===== src/rtl/x4xx_qsfp_chdr_mux_if.sv =====
// x4xx_qsfp_chdr_mux_if: four CHDR lanes in, one merged CHDR stream out, plus status/stats
interface x4xx_qsfp_chdr_mux_if #(
  parameter int CHDR_W = 64,
  parameter int CNT_W  = 32
);
  logic [4*CHDR_W-1:0] s_tdata;
  logic [3:0]          s_tlast;
  logic [3:0]          s_tvalid;
  logic [3:0]          s_tready;
  logic [CHDR_W-1:0]   m_tdata;
  logic                m_tlast;
  logic                m_tvalid;
  logic                m_tready;
  logic [1:0]          active_lane;
  logic                stats_clr;
  logic [4*CNT_W-1:0]  pkt_count;
  modport slave (
    input  s_tdata, s_tlast, s_tvalid, m_tready, stats_clr,
    output s_tready, m_tdata, m_tlast, m_tvalid, active_lane, pkt_count
  );
  modport master (
    output s_tdata, s_tlast, s_tvalid, m_tready, stats_clr,
    input  s_tready, m_tdata, m_tlast, m_tvalid, active_lane, pkt_count
  );
endinterface


===== src/rtl/x4xx_qsfp_chdr_mux.sv =====
// x4xx_qsfp_chdr_mux: packet-granular 4:1 round-robin CHDR mux (stats via X4XX_QSFP_CHDR_MUX_STATS_EN)
module x4xx_qsfp_chdr_mux #(
  parameter int CHDR_W = 64,
  parameter int CNT_W  = 32
) (
  input  logic                    bus_clk,
  input  logic                    bus_rst,
  x4xx_qsfp_chdr_mux_if.slave     io
);
  typedef enum logic {IDLE, PASS} state_t;
  state_t            state_q, state_d;
  logic [1:0]        sel_q, sel_d, last_q, last_d;
  logic [1:0]        off, pick;
  logic [3:0]        rot;
  logic [CHDR_W-1:0] tdata;
  logic              tlast, tvalid;
  logic [3:0]        tready;
  // round-robin pick: rotate valids so last+1 sits at bit 0, then take the lowest set bit
  always_comb begin
    off  = last_q + 2'd1;
    rot  = 4'({io.s_tvalid, io.s_tvalid} >> off);
    pick = off + (rot[0] ? 2'd0 : rot[1] ? 2'd1 : rot[2] ? 2'd2 : 2'd3);
  end
  // grant FSM and zero-latency passthrough of the granted lane
  always_comb begin
    state_d = state_q;
    sel_d   = sel_q;
    last_d  = last_q;
    tdata   = '0;
    tlast   = 1'b0;
    tvalid  = 1'b0;
    tready  = 4'b0;
    if (state_q == IDLE) begin
      if (|io.s_tvalid) begin
        state_d = PASS;
        sel_d   = pick;
        last_d  = pick;
      end
    end else begin
      tdata  = io.s_tdata[sel_q*CHDR_W +: CHDR_W];
      tlast  = io.s_tlast[sel_q];
      tvalid = io.s_tvalid[sel_q];
      tready = 4'(io.m_tready) << sel_q;
      state_d = (tvalid && io.m_tready && tlast) ? IDLE : PASS;
    end
  end
  // state registers; last starts at 3 so lane 0 wins the first arbitration
  always_ff @(posedge bus_clk or posedge bus_rst) begin
    if (bus_rst) begin
      state_q <= IDLE;
      sel_q   <= 2'd0;
      last_q  <= 2'd3;
    end else begin
      state_q <= state_d;
      sel_q   <= sel_d;
      last_q  <= last_d;
    end
  end
  assign io.m_tdata     = tdata;
  assign io.m_tlast     = tlast;
  assign io.m_tvalid    = tvalid;
  assign io.s_tready    = tready;
  assign io.active_lane = sel_q;
`ifdef X4XX_QSFP_CHDR_MUX_STATS_EN
  for (genvar g = 0; g < 4; g++) begin : g_cnt
    logic [CNT_W-1:0] cnt_q, cnt_d;
    // clear wins over a coincident tlast handshake
    always_comb begin
      cnt_d = io.stats_clr ? '0 :
              (io.s_tvalid[g] && tready[g] && io.s_tlast[g]) ? cnt_q + CNT_W'(1) : cnt_q;
    end
    // per-lane completed-packet counter, wraps naturally
    always_ff @(posedge bus_clk or posedge bus_rst) begin
      if (bus_rst) cnt_q <= '0;
      else cnt_q <= cnt_d;
    end
    assign io.pkt_count[g*CNT_W +: CNT_W] = cnt_q;
  end
`else
  logic unused_stats_clr;
  assign unused_stats_clr = io.stats_clr;
  assign io.pkt_count     = {4*CNT_W{1'b0}};
`endif
endmodule

===== src/flat_wrapper.sv =====
// flat-port wrapper written by rule: the top's interface ports become plain ports
module x4xx_qsfp_chdr_mux_flat 
#(
  parameter int CHDR_W = 64,
  parameter int CNT_W  = 32
)
  (bus_clk, bus_rst, io_s_tdata, io_s_tlast, io_s_tvalid, io_m_tready, io_stats_clr, io_s_tready, io_m_tdata, io_m_tlast, io_m_tvalid, io_active_lane, io_pkt_count);
  x4xx_qsfp_chdr_mux_if #(.CHDR_W(CHDR_W), .CNT_W(CNT_W)) io_i ();
  input  logic bus_clk;
  input  logic bus_rst;
  input wire logic [$bits(io_i.s_tdata)-1:0] io_s_tdata;
  input wire logic [$bits(io_i.s_tlast)-1:0] io_s_tlast;
  input wire logic [$bits(io_i.s_tvalid)-1:0] io_s_tvalid;
  input wire logic [$bits(io_i.m_tready)-1:0] io_m_tready;
  input wire logic [$bits(io_i.stats_clr)-1:0] io_stats_clr;
  output wire logic [$bits(io_i.s_tready)-1:0] io_s_tready;
  output wire logic [$bits(io_i.m_tdata)-1:0] io_m_tdata;
  output wire logic [$bits(io_i.m_tlast)-1:0] io_m_tlast;
  output wire logic [$bits(io_i.m_tvalid)-1:0] io_m_tvalid;
  output wire logic [$bits(io_i.active_lane)-1:0] io_active_lane;
  output wire logic [$bits(io_i.pkt_count)-1:0] io_pkt_count;
  assign io_i.s_tdata = io_s_tdata;
  assign io_i.s_tlast = io_s_tlast;
  assign io_i.s_tvalid = io_s_tvalid;
  assign io_i.m_tready = io_m_tready;
  assign io_i.stats_clr = io_stats_clr;
  assign io_s_tready = io_i.s_tready;
  assign io_m_tdata = io_i.m_tdata;
  assign io_m_tlast = io_i.m_tlast;
  assign io_m_tvalid = io_i.m_tvalid;
  assign io_active_lane = io_i.active_lane;
  assign io_pkt_count = io_i.pkt_count;
  x4xx_qsfp_chdr_mux #(.CHDR_W(CHDR_W), .CNT_W(CNT_W)) u_core (.bus_clk(bus_clk), .bus_rst(bus_rst), .io(io_i));
endmodule

===== config.mk =====
export PLATFORM = sky130hd
export DESIGN_NAME = x4xx_qsfp_chdr_mux_flat
export DESIGN_NICKNAME = d
export VERILOG_FILES = /design/src/rtl/x4xx_qsfp_chdr_mux_if.sv /design/src/rtl/x4xx_qsfp_chdr_mux.sv /design/src/flat_wrapper.sv
export SDC_FILE = /design/constraint.sdc
export NUM_CORES = 1
export LEC_CHECK = 0
export CAP_MARGIN = 15
export CORE_AREA = 2 2 182 184
export DETAILED_ROUTE_END_ITERATION = 8
export DIE_AREA = 0 0 184 186
export PLACE_DENSITY_LB_ADDON = 0.12
export SLEW_MARGIN = 10
export SYNTH_ARGS = -nofsm -noshare
export SYNTH_HDL_FRONTEND = slang
export SYNTH_SLANG_ARGS = --single-unit

===== constraint.sdc =====
create_clock -name bus_clk -period 2.15 [get_ports bus_clk]
set_clock_uncertainty 0.15 [all_clocks]
set_input_delay 0.215 -clock bus_clk [delete_from_list [all_inputs] [get_ports bus_clk]]
set_output_delay 0.215 -clock bus_clk [all_outputs]
set_load 0.05 [all_outputs]

---- Word level (Yosys, flattened, before mapping) ----
Cells that the tools add are included.
word-level totals
  register bits ........................... 5
  word-level logic and storage cells ...... 28
operators by class
  $add $sub $neg .......................... 2
  $lt $le $gt $ge ......................... 1
  shift operators ......................... 3
  mux-type cells .......................... 14
  bitwise operators ....................... 1
  reduce and logical (&&, ||, !) cells .... 4
operator list
  operator                                                                       number
  256-bit by 9-bit indexed part select with 64-bit output                        1
  64-bit two-way mux                                                             1
  1-bit two-way mux                                                              8
  8-bit by 2-bit >> shifter with 3-bit output                                    1
  1-bit binary-select mux with 2-bit select                                      2
  2-bit two-way mux                                                              2
  4-bit two-way mux                                                              1
  4-bit OR reduction                                                             1
  1-bit by 2-bit << shifter with 4-bit output                                    1
  2-bit by 3-bit less-than comparator with 1-bit output (second input constant)  1
  2-bit by 1-bit adder with 2-bit output (second input constant)                 1
  2-bit adder                                                                    1
  1-bit logical AND                                                              2
  2-bit AND reduction                                                            1
  1-bit NOT                                                                      1

---- Logic depth before layout (Yosys ltp) ----
Gate-level depths: netlist of run 1.
  depth in word-level cells ............... 6
  mapped depth ............................ 9
  depth with buffers taken out ............ 8

---- Worst setup path before layout of run 1 ----
Ideal clock, no wire load.
  path kind ............................... register to output
  start point ............................. reg u_core.sel_q[0], in the netlist u_core.io.active_lane[0]
  end point ............................... out io_s_tready[1]
  data arrival time ....................... 2.506 ns
  required time ........................... 1.785 ns
  slack ................................... -0.721 ns
  cell stages (with the launch flop) ...... 6
  cells stage by stage .................... dfrtp_1 > clkbuf_1 > buf_4 > buf_2 > inv_1 > nor3_1
between the ends
  longest elaborated chain between the ends .. 2
ends and longest elaborated chain
  what                                         RTL line                  RTL
  start: declaration                           x4xx_qsfp_chdr_mux.sv:12  logic [1:0] sel_q, sel_d, last_q, last_d;
  start signal: assignment                     x4xx_qsfp_chdr_mux.sv:55  sel_q <= sel_d;
  1-bit by 2-bit << shifter with 4-bit output  x4xx_qsfp_chdr_mux.sv:43  tready = 4'(io.m_tready) << sel_q;
  4-bit two-way mux                            x4xx_qsfp_chdr_mux.sv:33  if (state_q == IDLE) begin
  end: declaration                             flat_wrapper.sv:16        output wire logic [$bits(io_i.s_tready)-1:0] io_s_tready;
Every way passes these cells.

---- Worst setup path after layout of run 1 ----
  start point ............................. reg u_core.sel_q[0], in the netlist u_core.io.active_lane[0]
  end point ............................... out io_m_tdata[21]
between the ends
  longest elaborated chain between the ends .. 2
ends and longest elaborated chain
  what                                                     RTL line                  RTL
  256-bit by 9-bit indexed part select with 64-bit output  x4xx_qsfp_chdr_mux.sv:40  tdata = io.s_tdata[sel_q*CHDR_W +: CHDR_W];
  64-bit two-way mux                                       x4xx_qsfp_chdr_mux.sv:33
  end: declaration                                         flat_wrapper.sv:17        output wire logic [$bits(io_i.m_tdata)-1:0] io_m_tdata;
Every way passes these cells.

==> impl_metrics.env, run 1 <==
export IMPL_outcome="finished, violations left"
export IMPL_violations="setup timing"
export IMPL_worstSetupStartpoint="u_core.io.active_lane[0]$_DFFE_PP0P_"
export IMPL_async_flop_share_pct=100
export IMPL_cp_data_required_time_ns=1.78
export IMPL_drive_gt1_share_pct=36.3
export IMPL_synth_ff_type="dfrtp_1"
export IMPL_drv_cap=0
export IMPL_timing_rr_end="u_core.last_q[1]$_DFFE_PP1P_"
export IMPL_finalWirelength_mm=19.0
export IMPL_first_pass_iters=4
export IMPL_synth_edff_count=0
export IMPL_track_usage_pct=9.73
export IMPL_num_antenna_cells=0
export IMPL_yosysWarnings=0
export IMPL_numCtsBuffers=3
export IMPL_reg2reg_slack_ns=0.05
export IMPL_synth_seq_area_share_pct=3.76
export IMPL_arrival_ns=1.85
export IMPL_hold_worst_slack_ns=0.0506
export IMPL_vias=3735
export IMPL_nFillCells=3504
export IMPL_fin_nets=962
export IMPL_hold_viol=0
export IMPL_fp_dieW_um=184
export IMPL_critPathKind="reg2out"
export IMPL_die_h_um=186
export IMPL_ioPinCount=468
export IMPL_clk_pin_slew_ns=0.03
export IMPL_yosysMostFrequentCell="buf_4"
export IMPL_grt_pass1_wl_mm=24.9
export IMPL_clk_latency_ns=0.23
export IMPL_start_util_pct=10.6
export IMPL_seqCellArea_um2=136
export IMPL_setup_worst_path_start_class="flop"
export IMPL_netlist_area_leader_share_pct=43.7
export IMPL_synth_compound_area_share_pct=2.32
export IMPL_cp_end_kind="output pin"
export IMPL_holdBufCountCts=0
export IMPL_clock_path_buffers=2
export IMPL_preCtsSetupSlack_ns=-0.203
export IMPL_cts_sinks=5
export IMPL_fin_ws_ns=-0.0642
export IMPL_r2r_cells=8
export IMPL_synthSimpleGateAreaFrac_pct=16.6
export IMPL_yosys_register_bits=5
export IMPL_yosysUniqueCellTypes=31
export IMPL_globalRouteOverflowTotal=0
export IMPL_synth_top_cell_by_area="mux4_2"
export IMPL_coreArea_mm2=0.0322
export IMPL_h_tree_depth=1
export IMPL_avgSynthCellArea_um2=9.99
export IMPL_peakVddDrop_uv=603
export IMPL_wl_per_cell_um=17.3
export IMPL_synth_xor_area_share_pct=0
export IMPL_placementRows=66
export IMPL_final_util_pct=23.5
export IMPL_syn_to_final_growth_pct=123
export IMPL_fin_crit_sh_pct=103
export IMPL_dpl_hpwl_mm=16.3
export IMPL_ant_nets=0
export IMPL_hp_class="in2async"
export IMPL_leakagePower_nw=3.08
export IMPL_period_needed_ns=2.21
export IMPL_cts_tree="yes"
export IMPL_critPathMaxFanout=8
export IMPL_multiInputGateArea_mm2=0.00285
export IMPL_synthesis_area_mm2=0.00340
export IMPL_netlist_instances=340
export IMPL_muxShareOfSynthArea_pct=45.0
export IMPL_post_route_drc_count=0
export IMPL_fmax_mhz=452
export IMPL_grt_max_degree=44
export IMPL_viasPerCell=3.40
export IMPL_io_buffer_count=338
export IMPL_dp_cells=1084
export IMPL_fin_cells=1100
export IMPL_synth_top_family_by_area="multiplexers"
export IMPL_antenna_found_initial=1
export IMPL_drv_slew=0
export IMPL_synthTopCellsByArea="mux4_2, buf_4, and2_1"
export IMPL_p_per_area_mw_per_mm2=1450
export IMPL_routabilityCongestion=0.762
export IMPL_synth_commonest_cells="buf_4, and2_1, mux4_2"
export IMPL_finalSetupViolCount=45
export IMPL_grt_pass1_vias=3845
export IMPL_worstReg2RegStart="u_core.last_q[1]$_DFFE_PP1P_"
export IMPL_root_buffer="clkbuf_16"
export IMPL_synth_adder_area_share_pct=0.368
export IMPL_critPathCapture="io_m_tdata[21]"
export IMPL_rsz0062_at_grt="true"
export IMPL_fp_dieArea_mm2=0.0342
export IMPL_drtIter0Drc=70
[sequential cells by signal, indices dropped and copies added, names as in the netlist]
signal / count
u_core.io.active_lane: 2
u_core.last_q: 2
u_core.state_q: 1
[worst min-delay path by stage]
| stage | slack, ns | startpoint | endpoint | cells past startpoint |
|---|---|---|---|---|
| after global placement | 0.29 | bus_rst | u_core.io.active_lane[0]$_DFFE_PP0P_ | 2 |
| after global routing | 0.08 | bus_rst | u_core.io.active_lane[0]$_DFFE_PP0P_ | 2 |
| after floorplan | -0.16 | bus_rst | u_core.state_q$_DFF_PP0_ | 1 |
| final | 0.05 | bus_rst | u_core.io.active_lane[0]$_DFFE_PP0P_ | 2 |
| after detailed placement | 0.29 | bus_rst | u_core.io.active_lane[0]$_DFFE_PP0P_ | 2 |
| after CTS | 0.06 | bus_rst | u_core.io.active_lane[0]$_DFFE_PP0P_ | 2 |
[through the flow]
| stage | cell area, um2 | total power [mW] | TNS, ns |
|---|---|---|---|
| final | 7580 | 11.0 | -1.64 |
| after floorplan | 3970 | 6.55 | -0.0180 |
| after global placement | 6930 | 9.27 | -0.196 |
| after detailed placement | 6930 | 9.26 | -0.296 |
| after global routing | 7580 | 11.5 | -4.51 |
| after CTS | 7250 | 10.2 | -4.21 |
[cells in the final DEF, fill, tap and decap left out, types with 3 or more instances in the layout]
master / synthesis / routed
clkdlybuf4s50_1: 0 / 263
conb_1: 1 / 128
mux4_2: 66 / 67
buf_6: 0 / 58
and2_4: 0 / 56
buf_4: 129 / 29
buf_12: 0 / 13
and2_1: 67 / 11
nor2_1: 9 / 7
nand2_1: 5 / 5
clkbuf_16: 0 / 5
buf_8: 0 / 4
inv_1: 3 / 3
o21ai_0: 4 / 3
nand3_1: 3 / 3
buf_16: 0 / 3
dlymetal6s2s_1: 0 / 3
[cells by family (layout without fill, tap and decap cells)]
| group | Yosys count | in the layout |
|---|---|---|
| other | 1 | 128 |
| buffers and inverters | 157 | 382 |
| multiplexers | 68 | 68 |
| AND/OR/NAND/NOR | 96 | 96 |
| AO/OA/AOI/OAI | 12 | 12 |
| adder cells (fa/ha/maj) | 1 | 1 |
| flip-flops | 5 | 5 |
[per-layer routing]
metal  global-route usage, %  vias up  routed length, um
li1                        -     1684                  -
met1                    10.4     1830               6490
met2                    19.8      211              10800
met3                    2.56        8               1650
met4                   0.480        2                 38
met5                       0        -                 13
[report_power, final]
part,internal [mW],switching [mW],total (mW)
clock network,0.245,0.0573,0.303
logic,4.79,5.62,10.4
registers,0.161,0.0792,0.240
total,5.20,5.76,11.0
[final cells by class]
class / count / area share, %
sequential: 5 / 1.80
tap: 408 / 6.73
inverter: 3 / 0.149
timing repair buffer: 375 / 52.7
multi-input combinational: 305 / 37.6
clock buffer: 4 / 1.04
[worst max-delay path, stage by stage, from the launching register on]
cell	delay (ns)
dfrtp_4	0.44
buf_12	0.16
clkbuf_16	0.19
mux4_2	0.50
and2_4	0.17
buf_6	0.14
[what timing repair did]
| item | CTS | global route |
|---|---|---|
| setup buffers | 8 | 1 |
| gates resized for setup | 42 | 83 |
| pin swaps | 0 | 4 |
| gates cloned | 1 | 2 |
| setup endpoints to repair | 65 | 66 |
No activity file was read; power rests on OpenSTA's default activity.
==> run 2: changes to the inputs <==
CORE_AREA = 2 2 180 182   (was 2 2 182 184)
DIE_AREA = 0 0 182 184   (was 0 0 184 186)
SKIP_LAST_GASP = 1   (was not set)
clock period = 2.2 ns   (was 2.15 ns; I/O delays follow)
==> run 2 against run 1 <==
Net effect:
- the run still ends with setup timing left
- via count decreased by 1.3%
- die area fell by 2.2%
- register-to-register slack improved by 0.05 ns
- cell area shrank 4.0%
- flip-flop and latch count is the same
- non-clock buffer count increased by 1
- total power shrank 10%
- combinational power is 11% lower
==> impl_metrics.env, run 2 (synthesis results as in run 1) <==
export IMPL_fp_dieArea_mm2=0.0335
export IMPL_dpl_hpwl_mm=15.8
export IMPL_grt_max_degree=74
export IMPL_layout_commonest_cell="clkdlybuf4s50_1"
export IMPL_grt_pass1_vias=3900
export IMPL_peakVddDrop_uv=537
export IMPL_fin_ws_ns=-0.0892
export IMPL_numCtsBuffers=3
export IMPL_drtIter0Drc=80
export IMPL_drive_gt1_share_pct=30.9
export IMPL_start_util_pct=10.8
export IMPL_cts_sinks=5
export IMPL_cp_data_required_time_ns=1.83
export IMPL_fmax_mhz=437
export IMPL_placementRows=65
export IMPL_hold_viol=0
export IMPL_drv_slew=0
export IMPL_first_pass_iters=4
export IMPL_globalRouteOverflowTotal=0
export IMPL_ant_nets=0
export IMPL_rsz0062_at_grt="true"
export IMPL_syn_to_final_growth_pct=114
export IMPL_antenna_found_initial=0
export IMPL_routabilityCongestion=0.767
export IMPL_clock_path_buffers=2
export IMPL_final_util_pct=23.2
export IMPL_fin_cells=1095
export IMPL_num_antenna_cells=0
export IMPL_viasPerCell=3.37
export IMPL_fin_crit_sh_pct=104
export IMPL_fp_dieW_um=182
export IMPL_finalSetupTns_ns=-0.844
export IMPL_h_tree_depth=1
export IMPL_finalSetupViolCount=25
export IMPL_die_h_um=184
export IMPL_finalWirelength_mm=18.5
export IMPL_period_needed_ns=2.29
export IMPL_coreArea_mm2=0.0314
export IMPL_leakagePower_nw=2.93
export IMPL_violations="setup timing"
export IMPL_clk_pin_slew_ns=0.03
export IMPL_vias=3687
export IMPL_critPathMaxFanout=8
export IMPL_dp_cells=1080
export IMPL_fin_area_mm2=0.00728
export IMPL_final_cell_mix="clkdlybuf4s50_1, conb_1, buf_4"
export IMPL_setup_worst_path_start_class="flop"
export IMPL_clk_latency_ns=0.23
export IMPL_cts_tree="yes"
export IMPL_dpl_instance_area_mm2=0.00689
export IMPL_nFillCells=3397
export IMPL_arrival_ns=1.92
export IMPL_fin_nets=963
export IMPL_ioPinCount=468
export IMPL_p_per_area_mw_per_mm2=1350
export IMPL_grt_pass1_wl_mm=25.3
export IMPL_io_buffer_count=338
export IMPL_drv_cap=0
export IMPL_outcome="finished, violations left"
export IMPL_wl_per_cell_um=16.9
export IMPL_critPathKind="reg2out"
export IMPL_hp_class="in2async"
export IMPL_cp_end_kind="output pin"
export IMPL_post_route_drc_count=0
export IMPL_root_buffer="clkbuf_16"
export IMPL_track_usage_pct=10.0
==> run 2: changes by cell type in the layout (fill, tap and decap cells not counted), sizes merged <==
cell,previous run,this run
dlymetal6s2s,3,2
clkdlybuf4s50,263,264
buf,107,109
clkbuf,6,5
==> run 2: path summary, 6_finish.rpt <==
check | start | to | slack [ns] | cells past startpoint
setup reg to reg | u_core.last_q[1]$_DFFE_PP1P_ | u_core.last_q[1]$_DFFE_PP1P_ | 0.10 | 4
setup / recovery | u_core.io.active_lane[0]$_DFFE_PP0P_ | io_m_tdata[11] | -0.09 | 6
hold / removal | bus_rst | u_core.io.active_lane[0]$_DFFE_PP0P_ | 0.05 | 2
min in group bus_clk | io_s_tvalid[2] | u_core.state_q$_DFF_PP0_ | 0.51 | 3
max in group asynchronous | bus_rst | u_core.last_q[1]$_DFFE_PP1P_ | 1.59 | 2
hold reg to reg | u_core.io.active_lane[1]$_DFFE_PP0P_ | u_core.io.active_lane[1]$_DFFE_PP0P_ | 0.54 | 2
==> run 2: repair_timing <==
item / CTS / global route
cloned: 1 / 1
buffers inserted: 7 / 2
pin swaps: 0 / 1
endpoints found under the setup margin: 53 / 66
gates resized for setup: 26 / 24
hold buffers: 0 / 0
==> run 2: layer usage <==
| metal | vias to the layer above | GRT usage [%] | share of wire [%] |
|---|---|---|---|
| met5 | - | 0 | 0 |
| met1 | 1779 | 11.6 | 36 |
| met3 | 2 | 1.98 | 7.6 |
| li1 | 1681 | - | - |
| met2 | 225 | 19.7 | 56 |
| met4 | 0 | 0.484 | 0.14 |
==> run 2: cell type report <==
class / count / area [um2] / area share, %
clock buffers: 4 / 78.8 / 1.08
inverters: 3 / 11.3 / 0.155
multi-input cells: 305 / 2740 / 37.6
flip-flops and latches: 5 / 136 / 1.87
well taps: 402 / 503 / 6.91
repair buffers: 376 / 3810 / 52.4
==> run 2: worst max-delay path, cell delays in order, from the launching register on <==
cell and delay (ns):
dfrtp_4 0.49, buf_12 0.16, buf_12 0.13, buf_12 0.13
mux4_2 0.44, and2_4 0.18, buf_6 0.14
==> run 2: metrics by stage <==
step,hold slack (ns),setup slack (ns),power (mW)
2_1_floorplan,-0.153,-0.0652,6.35
3_3_place_gp,0.320,-0.172,8.90
3_5_place_dp,0.305,-0.196,8.92
4_1_cts,0.0652,-0.0988,9.67
5_1_grt,0.0840,-0.128,10.3
6_report,0.0543,-0.0892,9.82
==> run 2: power breakdown <==
group | leakage, nW | switching [mW] | total (mW) | internal (mW)
Sequential | 0.0523 | 0.0887 | 0.246 | 0.157
Combinational | 2.84 | 5.28 | 9.27 | 3.99
Clock | 0.0382 | 0.0609 | 0.301 | 0.240
Total | 2.93 | 5.43 | 9.82 | 4.39
